<file path="src/rtl/riscv_pkg.sv">
// rtl/riscv_pkg.sv - shared RISC-V widths, opcodes and fetch FSM encoding
package riscv_pkg;
    localparam int          XLEN      = 32;
    localparam logic [31:0] NOP_INSTR = 32'h0000_0013;

    // Major opcodes, also consumed by the decode controller.
    localparam logic [6:0] OP_BRANCH = 7'b1100011;
    localparam logic [6:0] OP_LOAD   = 7'b0000011;
    localparam logic [6:0] OP_STORE  = 7'b0100011;
    localparam logic [6:0] OP_IMM    = 7'b0010011;
    localparam logic [6:0] OP_REG    = 7'b0110011;

    typedef enum logic [1:0] {
        FETCH = 2'd0,
        WAIT  = 2'd1,
        HOLD  = 2'd2
    } fetch_state_e;
endpackage

</file>
<file path="src/rtl/instr_fetch_if.sv">
// rtl/instr_fetch_if.sv - instruction memory, redirect and decode-side handshake bundle
interface instr_fetch_if import riscv_pkg::*; #(
    parameter int AW = riscv_pkg::XLEN
);
    logic          imem_req;
    logic [AW-1:0] imem_addr;
    logic          imem_gnt;
    logic          imem_rvalid;
    logic [31:0]   imem_rdata;
    logic          redirect_valid;
    logic [AW-1:0] redirect_pc;
    logic          instr_valid;
    logic          instr_ready;
    logic [31:0]   instr;
    logic [AW-1:0] instr_pc;
    logic [6:0]    opcode;

    modport master (
        output imem_req, imem_addr,
        input  imem_gnt, imem_rvalid, imem_rdata,
        input  redirect_valid, redirect_pc,
        output instr_valid, instr, instr_pc, opcode,
        input  instr_ready
    );

    modport slave (
        input  imem_req, imem_addr,
        output imem_gnt, imem_rvalid, imem_rdata,
        output redirect_valid, redirect_pc,
        input  instr_valid, instr, instr_pc, opcode,
        output instr_ready
    );
endinterface

</file>
<file path="src/rtl/instr_fetch.sv">
// rtl/instr_fetch.sv - single-outstanding instruction fetch unit with PC redirect
module instr_fetch import riscv_pkg::*; #(
    parameter int               XLEN      = riscv_pkg::XLEN,
    parameter logic [XLEN-1:0]  RESET_PC  = '0,
    parameter logic [31:0]      NOP_INSTR = riscv_pkg::NOP_INSTR
) (
    input  logic           clk,
    input  logic           reset_n,
    instr_fetch_if.master  bus
);
    fetch_state_e    state;
    logic [XLEN-1:0] pc;
    logic [XLEN-1:0] instr_pc_q;
    logic [31:0]     instr_q;
    logic            drop;

    assign bus.imem_req    = (state == FETCH);
    assign bus.imem_addr   = {pc[XLEN-1:2], 2'b00};
    assign bus.instr_valid = (state == HOLD);
    assign bus.instr       = instr_q;
    assign bus.instr_pc    = instr_pc_q;
    assign bus.opcode      = instr_q[6:0];

    always_ff @(posedge clk or negedge reset_n) begin
        if (!reset_n) begin
            state      <= FETCH;
            pc         <= RESET_PC;
            drop       <= 1'b0;
            instr_q    <= NOP_INSTR;
            instr_pc_q <= '0;
        end else begin
            case (state)
                FETCH: begin
                    if (bus.redirect_valid)
                        pc <= bus.redirect_pc;
                    // A redirect on the grant cycle makes the granted response stale.
                    if (bus.imem_gnt) begin
                        drop  <= bus.redirect_valid;
                        state <= WAIT;
                    end
                end
                WAIT: begin
                    if (bus.imem_rvalid) begin
                        if (drop || bus.redirect_valid) begin
                            drop  <= 1'b0;
                            if (bus.redirect_valid)
                                pc <= bus.redirect_pc;
                            state <= FETCH;
                        end else begin
                            instr_q    <= bus.imem_rdata;
                            instr_pc_q <= {pc[XLEN-1:2], 2'b00};
                            pc         <= pc + XLEN'(4);
                            state      <= HOLD;
                        end
                    end else if (bus.redirect_valid) begin
                        pc   <= bus.redirect_pc;
                        drop <= 1'b1;
                    end
                end
                HOLD: begin
                    if (bus.redirect_valid) begin
                        pc    <= bus.redirect_pc;
                        state <= FETCH;
                    end else if (bus.instr_ready) begin
                        state <= FETCH;
                    end
                end
                default: state <= FETCH;
            endcase
        end
    end
endmodule

</file>
<file path="src/flat_wrapper.sv">
// flat-port wrapper written by rule: the top's interface ports become plain ports
module instr_fetch_flat import riscv_pkg::*;
#(
    parameter int               XLEN      = riscv_pkg::XLEN,
    parameter logic [XLEN-1:0]  RESET_PC  = '0,
    parameter logic [31:0]      NOP_INSTR = riscv_pkg::NOP_INSTR
)
  (clk, reset_n, bus_imem_req, bus_imem_addr, bus_imem_gnt, bus_imem_rvalid, bus_imem_rdata, bus_redirect_valid, bus_redirect_pc, bus_instr_valid, bus_instr, bus_instr_pc, bus_opcode, bus_instr_ready);
  instr_fetch_if bus_i ();
  input  logic clk;
  input  logic reset_n;
  output wire logic [$bits(bus_i.imem_req)-1:0] bus_imem_req;
  output wire logic [$bits(bus_i.imem_addr)-1:0] bus_imem_addr;
  input wire logic [$bits(bus_i.imem_gnt)-1:0] bus_imem_gnt;
  input wire logic [$bits(bus_i.imem_rvalid)-1:0] bus_imem_rvalid;
  input wire logic [$bits(bus_i.imem_rdata)-1:0] bus_imem_rdata;
  input wire logic [$bits(bus_i.redirect_valid)-1:0] bus_redirect_valid;
  input wire logic [$bits(bus_i.redirect_pc)-1:0] bus_redirect_pc;
  output wire logic [$bits(bus_i.instr_valid)-1:0] bus_instr_valid;
  output wire logic [$bits(bus_i.instr)-1:0] bus_instr;
  output wire logic [$bits(bus_i.instr_pc)-1:0] bus_instr_pc;
  output wire logic [$bits(bus_i.opcode)-1:0] bus_opcode;
  input wire logic [$bits(bus_i.instr_ready)-1:0] bus_instr_ready;
  assign bus_imem_req = bus_i.imem_req;
  assign bus_imem_addr = bus_i.imem_addr;
  assign bus_i.imem_gnt = bus_imem_gnt;
  assign bus_i.imem_rvalid = bus_imem_rvalid;
  assign bus_i.imem_rdata = bus_imem_rdata;
  assign bus_i.redirect_valid = bus_redirect_valid;
  assign bus_i.redirect_pc = bus_redirect_pc;
  assign bus_instr_valid = bus_i.instr_valid;
  assign bus_instr = bus_i.instr;
  assign bus_instr_pc = bus_i.instr_pc;
  assign bus_opcode = bus_i.opcode;
  assign bus_i.instr_ready = bus_instr_ready;
  instr_fetch #(.XLEN(XLEN), .RESET_PC(RESET_PC), .NOP_INSTR(NOP_INSTR)) u_core (.clk(clk), .reset_n(reset_n), .bus(bus_i));
endmodule
</file>
<file path="config.mk">
export PLATFORM = sky130hd
export DESIGN_NAME = instr_fetch_flat
export DESIGN_NICKNAME = d
export VERILOG_FILES = /design/src/rtl/riscv_pkg.sv /design/src/rtl/instr_fetch_if.sv /design/src/rtl/instr_fetch.sv /design/src/flat_wrapper.sv
export SDC_FILE = /design/constraint.sdc
export NUM_CORES = 1
export LEC_CHECK = 0
export BUFFER_PORTS_ARGS = -buffer_cell sky130_fd_sc_hd__buf_2
export CORE_UTILIZATION = 53
export CTS_CLUSTER_DIAMETER = 120
export DETAILED_ROUTE_END_ITERATION = 6
export GPL_TIMING_DRIVEN = 0
export HOLD_SLACK_MARGIN = 0.15
export PLACE_DENSITY = 0.89
export SYNTH_ARGS = -nofsm -noshare
export SYNTH_HDL_FRONTEND = slang
export SYNTH_SLANG_ARGS = --single-unit
</file>
<file path="constraint.sdc">
create_clock -name clk -period 4.8 [get_ports clk]
set_clock_uncertainty 0.1 [all_clocks]
set_input_delay 0.24 -clock clk [delete_from_list [all_inputs] [get_ports clk]]
set_output_delay 0.24 -clock clk [all_outputs]
set_load 0.01 [all_outputs]
</file>
==> results.json <==
{
  "layout_min_cycle_time_ns": 2.70,
  "path_delay_family": "buffers and inverters",
  "worst_setup_path_start_kind": "flip-flop",
  "clkPwrFrac_pct": 18.8,
  "insertion_delay_ns": 0.37,
  "via_count": 4885,
  "rsz0062_at_grt": "false",
  "fin_nets": 827,
  "grt_use_total_pct": 33.2,
  "die_y_microns": 93.6,
  "antenna_found_initial": 0,
  "switching_share_pct": 37.8,
  "dpl.hpwl_microns": 9170,
  "drt-wirelength-per-cell_microns": 16.3,
  "p_comb_share_pct": 35.8,
  "tns_ns": 0,
  "drt_iter0_markers": 362,
  "ir_worst_vdd_mv": 0.226,
  "gp_congestion": 0.909,
  "status": "complete, no violations",
  "rows": 33,
  "overflow": 0,
  "cp_slowest_cell": "clkbuf_1",
  "switchingPower_mw": 1.08,
  "path_common_cell": "nand2_1",
  "synth.distinct_cells": 52,
  "max_slew_margin_pct": 49.4,
  "portBuffers": 167,
  "drv_cap": 0,
  "crit_buf_inv": 4,
  "wirelength_microns": 14200,
  "path_cells": "buf_2 -> nor4bb_1 -> buf_2 -> nand2_1 -> clkbuf_1 -> clkbuf_1 -> nand2_1 -> nand2_1",
  "crit_path_end_kind": "flip-flop",
  "cts_resized": 0,
  "powerDensity_nw_per_um2": 455,
  "drtAntennaViolNets": 0,
  "leakagePower_nw": 3.22,
  "drive_above_1_share_pct": 28.0,
  "ioPinCount": 175,
  "core_area_sq_um": 8180,
  "hp-class": "primary input to flip-flop",
  "area_growth_pct": 41.6,
  "finalNonFillerCells": 867,
  "period_share_pct": 56.3,
  "cts_tree": "built",
  "sequentialPowerShare_pct": 45.4,
  "grt_max_degree": 74,
  "seq_area_frac_synth_pct": 53.6,
  "cts.clk_slew.worst_paths_ns": 0.10,
  "grt_pass1_vias": 4649,
  "start_util_pct": 54.4,
  "grt_pass1_wl_microns": 22300,
  "finalPower_mw": 2.86,
  "htreeDepth": 3,
  "max_freq_mhz": 370,
  "die_x_microns": 93.6,
  "die_area_sq_um": 8760,
  "worst_path_largest_cell_delay_ns": 0.51,
  "cts.sinks": 95,
  "root_buffer": "clkbuf_8",
  "synth_area_leader_cell": "dfrtp_1",
  "ys.flop_type": "dfrtp_1",
  "async_flop_share_pct": 100,
  "setup_violations": 0,
  "cp_data_arrival_time_ns": 2.90,
  "ys_ff_latch": 95,
  "fin_util_pct": 77.0,
  "drtPass1Iterations": 6,
  "tightestPinTransition_ns": 0.757,
  "route.detailed.drc": 0,
  "cts_setup_buffers": 0,
  "syn_avg_cell_area_sq_um": 8.72,
  "cts.path.max_buffers": 2,
  "syn_area_sq_um": 4450,
  "path_class": "flip-flop to flip-flop",
  "dp.cells": 786,
  "cp_max_fo": 10,
  "synth_area_leaders": "dfrtp_1, nand2_1, a21oi_1",
  "syn_inst": 510,
  "dp_slack_ns": 2.24,
  "via_per_inst": 5.63,
  "synth_top_area_share_pct": 51.8,
  "required_ns": 5.00,
  "slew_viol_final": 0,
  "finalHoldViolCount": 0,
  "cts_buffers": 9,
  "r2r_slack_ns": 2.10,
  "fin_ws_ns": 2.10,
  "synth_edf_count": 0,
  "yosysWarnings": 0,
  "p_int_mw": 1.78
}
[worst register-to-register path, cell delays in order (launching register included)]
cell      delay, ns
dfrtp_1        0.40
buf_2          0.18
nor4bb_1       0.16
buf_2          0.20
nand2_1        0.38
clkbuf_1       0.51
clkbuf_1       0.46
nand2_1        0.12
nand2_1        0.14
[cells in the mapped netlist, drive strengths merged (2+ instances only)]
master,count
a22oi,2
mux2i,5
nand4,5
nor4b,2
a21oi,25
o21ai,20
buf,18
or3,3
and3,4
o211ai,3
a31oi,3
or4,2
a211oi,4
nor2,21
inv,7
a311oi,6
and4,4
a221o,3
nor3,16
clkbuf,22
dfrtp,92
o21a,2
nand3,8
nand2,195
dfstp,3
nor4,3
o22ai,13
nor2b,4
[kinds of logic after synthesis]
family          count (synthesis)  synth area share, %
fa+ha+maj                       1                0.281
buf+inv                        47                 5.21
simple gates                  272                 27.1
mux                             6                 1.38
other cells                     1               0.0844
compound gates                 88                 12.4
flops                          95                 53.6
[metrics by stage]
step | hold slack, ns | area (sq um)
floorplan | -0.156 | 4460
global placement | 0.330 | 5420
detailed placement | 0.0615 | 5450
CTS | 0.152 | 6290
global route | 0.152 | 6290
finish | 0.152 | 6290
[metal layers]
metal,track usage (%),wire (microns),up-vias
li1,-,-,2209
met1,41.8,5400,2295
met2,54.5,6890,318
met3,5.77,1230,63
met4,18.1,648,0
met5,0,0,-
[sequential cells by signal, indices dropped and copies added, names as in the netlist]
register             flops
u_core.drop              1
u_core.bus.instr        32
u_core.state             2
u_core.pc               30
u_core.bus.instr_pc     30
[power by group through the flow]
stage / clock [mW] / combinational (mW) / sequential (mW)
2_1_floorplan: 0 / 0.372 / 1.42
3_3_place_gp: 0 / 0.929 / 1.28
3_5_place_dp: 0 / 0.967 / 1.30
4_1_cts: 0.537 / 1.01 / 1.29
5_1_grt: 0.577 / 1.13 / 1.33
6_report: 0.539 / 1.02 / 1.30
[final cells by class]
type	count	area [sq um]
fill	589	1880
multi-input combinational	371	1840
tap	105	131
timing repair buffer	232	1510
clock buffer	10	128
buffer	40	205
inverter	7	26.3
clock inverter	6	70.1
antenna	1	2.50
sequential	95	2380
[placed cells by master (no fill, tap or decap), types with 5 or more instances in the layout]
cell type and instances:
nor2_1 20, clkbuf_1 23, o21ai_0 20, mux2i_1 5, nor3_1 15, dlygate4sd3_1 64, inv_1 7, dfrtp_1 92
a311oi_1 6, o22ai_1 13, a21oi_1 25, buf_2 171, clkbuf_8 9, buf_4 12, nand2_1 195, nand3_1 6
[timing repair]
action,4_1_cts,5_1_grt
setup endpoints to repair,0,0
hold buffers,64,0
hold endpoints to repair,156,0
[path summary, 6_finish.rpt]
kind / startpoint / depth (start not counted) / endpoint
setup / recovery: u_core.state[0] / 8 / u_core.bus.instr_pc[20]
hold / removal: bus_redirect_pc[3] / 3 / u_core.pc[3]
setup reg to reg: u_core.state[0] / 8 / u_core.bus.instr_pc[20]
hold reg to reg: u_core.bus.instr_pc[15] / 2 / u_core.bus.instr_pc[15]
max in group asynchronous: reset_n / 3 / u_core.bus.instr[1]
min in group asynchronous: reset_n / 2 / u_core.pc[22]
Power figures use the tool's default switching activity.
